<file path="config.mk">
export PLATFORM = sky130hd
export DESIGN_NAME = booth_ctrl_param
export DESIGN_NICKNAME = d
export VERILOG_FILES = /design/src/rtl/booth_ctrl_param.sv
export SDC_FILE = /design/constraint.sdc
export NUM_CORES = 1
export LEC_CHECK = 0
export ABC_AREA = 1
export BUFFER_PORTS_ARGS = -buffer_cell sky130_fd_sc_hd__buf_2
export CAP_MARGIN = 15
export CELL_PAD_IN_SITES_DETAIL_PLACEMENT = 0
export CELL_PAD_IN_SITES_GLOBAL_PLACEMENT = 2
export CORE_MARGIN = 2
export CORE_UTILIZATION = 24
export CTS_CLUSTER_SIZE = 28
export DETAILED_ROUTE_END_ITERATION = 10
export GPL_ROUTABILITY_DRIVEN = 0
export PLACE_DENSITY_LB_ADDON = 0.08
export SYNTH_ARGS = -nofsm -noshare
export SYNTH_HDL_FRONTEND = slang
export SYNTH_SLANG_ARGS = --single-unit
export TNS_END_PERCENT = 5
</file>
<file path="constraint.sdc">
create_clock -name Clk -period 3.4 [get_ports Clk]
set_input_delay 0.34 -clock Clk [delete_from_list [all_inputs] [get_ports Clk]]
set_output_delay 0.34 -clock Clk [all_outputs]
set_load 0.005 [all_outputs]
</file>
<file path="src/rtl/booth_ctrl_param.sv">
// Sequencer for a radix-2 Booth shift-add multiplier: one iteration counter drives WIDTH eval/shift rounds.
// Define BOOTH_MERGE_EN to fold each eval/shift pair into a single OP cycle (shift with add/sub).
module booth_ctrl_param #(
  parameter int unsigned WIDTH = 8,
  parameter int unsigned CW    = $clog2(WIDTH)
) (
  input  logic          Clk,
  input  logic          Reset_n,
  input  logic          ClearA_LoadB,
  input  logic          Run,
  input  logic          M,
  input  logic          MP,
  output logic          load,
  output logic          clr_a,
  output logic          add,
  output logic          sub,
  output logic          shift,
  output logic          busy,
  output logic          done,
  output logic [CW-1:0] iter
);

  localparam logic [2:0] S_IDLE  = 3'd0;
  localparam logic [2:0] S_CLR   = 3'd1;
`ifdef BOOTH_MERGE_EN
  localparam logic [2:0] S_OP    = 3'd5;
`else
  localparam logic [2:0] S_EVAL  = 3'd2;
  localparam logic [2:0] S_SHIFT = 3'd3;
`endif
  localparam logic [2:0] S_DONE  = 3'd4;

  localparam logic [CW-1:0] ITER_LAST = CW'(WIDTH - 1);

  logic [2:0]    state_q, state_d;
  logic [CW-1:0] iter_q, iter_d;

  // Booth recoding of the (Q0, Q-1) pair: 10 subtracts, 01 adds, equal bits do nothing.
  logic do_add_c, do_sub_c;
  assign do_add_c = ~M &  MP;
  assign do_sub_c =  M & ~MP;

  // State and iteration counter; reset lands in IDLE without needing a clock.
  always_ff @(posedge Clk or negedge Reset_n) begin
    if (!Reset_n) begin
      state_q <= S_IDLE;
      iter_q  <= '0;
    end else begin
      state_q <= state_d;
      iter_q  <= iter_d;
    end
  end

  // Next state and decoded strobes; add/sub follow M/MP in the same cycle.
  always_comb begin
    state_d = state_q;
    iter_d  = iter_q;
    load    = 1'b0;
    clr_a   = 1'b0;
    add     = 1'b0;
    sub     = 1'b0;
    shift   = 1'b0;
    busy    = 1'b0;
    done    = 1'b0;
    case (state_q)
      S_IDLE: begin
        load = ClearA_LoadB;
        if (Run) begin
          state_d = S_CLR;
          iter_d  = '0;
        end
      end
      S_CLR: begin
        clr_a  = 1'b1;
        busy   = 1'b1;
        iter_d = '0;
`ifdef BOOTH_MERGE_EN
        state_d = S_OP;
`else
        state_d = S_EVAL;
`endif
      end
`ifdef BOOTH_MERGE_EN
      S_OP: begin
        busy  = 1'b1;
        shift = 1'b1;
        add   = do_add_c;
        sub   = do_sub_c;
        if (iter_q == ITER_LAST) begin
          state_d = S_DONE;
        end else begin
          iter_d = iter_q + CW'(1);
        end
      end
`else
      S_EVAL: begin
        busy    = 1'b1;
        add     = do_add_c;
        sub     = do_sub_c;
        state_d = S_SHIFT;
      end
      S_SHIFT: begin
        busy  = 1'b1;
        shift = 1'b1;
        if (iter_q == ITER_LAST) begin
          state_d = S_DONE;
        end else begin
          iter_d  = iter_q + CW'(1);
          state_d = S_EVAL;
        end
      end
`endif
      S_DONE: begin
        load = ClearA_LoadB;
        done = 1'b1;
        if (!Run) state_d = S_IDLE;
      end
      default: begin
        // Stray encodings look like IDLE and recover on the next edge.
        load    = ClearA_LoadB;
        state_d = S_IDLE;
      end
    endcase
  end

  assign iter = iter_q;

endmodule

</file>
==> impl_metrics.toml <==
[route]
viasPerCell = 4.22
ant_nets = 0
wl_per_cell_um = 9.18
drcViolationCount = 0
vias = 350
routed_wl_um = 762
drtPass1Iterations = 5
drt_iter0_drc = 6

[clock_tree]
path_clk_slew_ps = 50
insertion_delay_ps = 240
cts_tree = "done"
post-cts-setup-buffer-count = 0
cts_resized = 0
cts_root_buf = "clkbuf_4"
htreeDepth = 1
numCtsBuffers = 3
hold_buffers = 1
cts_sinks = 6
cts_buffer_depth = 2

[sta]
rsz0062_at_grt = "false"
min_period_over_period = 0.456
layout_min_cycle_time_ps = 1550
final_max_slew_viol_count = 0
skew_ps = 4.68
fmax_ghz = 0.646
finalHoldViolCount = 0
fin_tns_setup_ps = 0
finalSetupViolCount = 0
slew_headroom = 0.822
worstMarginPinSlew_ps = 267

[critical_path]
cp_max_fo = 8
crit_required_ps = 3060
critPathKind = "reg -> out"
cpMaxStageDelayCell = "dfrtp_1"
start_kind = "flip-flop"
crit_family = "flip-flops"
crit_arrival_ps = 1210
cpPeakStageDelay_ps = 490
crit_buf_inv = 3
path_cells = "inv_1, nand2_1, nand2_1, inv_1, nor2_1, buf_2"
crit_path_end_kind = "output pin"

[power_and_ir_drop]
power.density_mw_per_mm2 = 818
swShare = 0.427
power_frac_clock = 0.164
power_frac_comb = 0.491
switchingPower_w = 0.000171
peakVddDrop_uv = 314
p_leak_nw = 0.295
p_int_w = 0.000229
pwr-share-seq = 0.344

[cells_and_area]
drive_gt1_frac = 0.373
antenna_cells = 0
nets = 77
nFillCells = 167
final_util = 0.329
layout_commonest_cell = "nand2_1"
final_cell_mix = "nand2_1 (16), buf_2 (15), inv_1 (7)"
synthToLayoutAreaGrowth_pct = 31.2
post-route-cell-area_um2 = 489

[logic_synthesis]
yosys_register_bits = 6
synth_nets = 57
synth_edf_count = 0
syn_inst = 49
netlist_area_um2 = 373
synth_flop_cell = "dfrtp_1"
async_flop_share = 1.00
yosysSeqAreaShare = 0.403
avgSynthCellArea_um2 = 7.61
ys_warn_count = 0
ys_types = 15

[flow_run]
drv_cap = 0

[floorplanning]
io_pins = 16
rows = 14
core_area_mm2 = 0.00149
die_h_um = 43.4
start_util = 0.250
die_area_mm2 = 0.00188
die_w_um = 43.4

[global_route]
grt_pass1_wl_um = 1380
antenna_found_initial = 0
grt.total_usage = 0.102
grt_pass1_vias = 348
grt_overflow = 0
grt_start_max_net_pins = 9

[placement]
portBuffers = 15
postPlaceCellArea_um2 = 457
place_hpwl_um = 648

[run_status]
outcome = "completed"

[hold_path]
hold_class = "in -> reg"
final cells by class:
cell class | instances | area, um^2 | share of cell area
clock buffers | 3 | 22.5 | 0.0460
inverters | 9 | 33.8 | 0.0691
multi-input cells | 33 | 178 | 0.363
flip-flops and latches | 6 | 150 | 0.307
well taps | 16 | 20.0 | 0.0409
repair buffers | 16 | 85.1 | 0.174
synthesized netlist by cell type, types with 2 or more instances:
cell type / instances / area [um^2]
inv_2: 2 / 7.51
nand2_2: 2 / 12.5
ha_1: 2 / 25.0
inv_1: 7 / 26.3
nand2_1: 16 / 60.1
nor2_1: 4 / 15.0
nand4_1: 2 / 12.5
dfrtp_1: 6 / 150
nor2_4: 2 / 22.5
sequential cells by signal (all words and copies together) (netlist names):
name / cells
state_q: 3
iter: 3
path summary, 6_finish.rpt:
| check | to | slack (ps) | cells past startpoint | start |
|---|---|---|---|---|
| setup / recovery | load | 1850 | 6 | state_q[1]$_DFFE_PN0P_ |
| hold / removal | state_q[2]$_DFFE_PN0P_ | 340 | 3 | Run |
| setup reg to reg | iter[0]$_DFFE_PN0P_ | 2110 | 6 | iter[0]$_DFFE_PN0P_ |
| hold reg to reg | iter[1]$_DFFE_PN0P_ | 500 | 2 | iter[1]$_DFFE_PN0P_ |
| max in group asynchronous | state_q[0]$_DFFE_PN0P_ | 2810 | 2 | Reset_n |
| min in group asynchronous | state_q[2]$_DFFE_PN0P_ | 450 | 2 | Reset_n |
through the flow:
stage               worst slack [ps]  total power [W]  hold slack (ps)  std cells
finish                          1850         0.000400              344         83
detailed placement              2090         0.000341              177         79
global route                    1760         0.000452              346         83
floorplan                       2170         0.000282             44.4         49
global placement                2070         0.000348              178         79
CTS                             1820         0.000410              339         83
cell families (layout without fill, tap and decap cells):
logic type,Yosys count,after routing,synth area share
AND/OR/NAND/NOR,29,29,0.372
flip-flops,6,6,0.403
buffers and inverters,10,28,0.121
AO/OA/AOI/OAI,2,2,0.0369
adder cells (fa/ha/maj),2,2,0.0671
worst min-delay path, delay by kind of cell:
| family | cells | cell delay, ps |
|---|---|---|
| buffers and inverters | 1 | 100 |
| and+or+nand+nor | 2 | 110 |
power groups by stage:
stage	Combinational (W)	Sequential [W]	Clock, W
5_1_grt	0.000238	0.000144	0.0000703
3_3_place_gp	0.000206	0.000142	0
6_report	0.000197	0.000138	0.0000658
2_1_floorplan	0.000154	0.000128	0
4_1_cts	0.000203	0.000139	0.0000687
3_5_place_dp	0.000201	0.000140	0
per-layer routing:
layer  track usage  share of wire  up-vias
met5             0              0        -
met4        0.0727          0.014        0
met3        0.0375          0.093        2
met2         0.158           0.45       13
met1         0.114           0.44      149
li1              -              -      186
(Power assumes the default switching activity.)
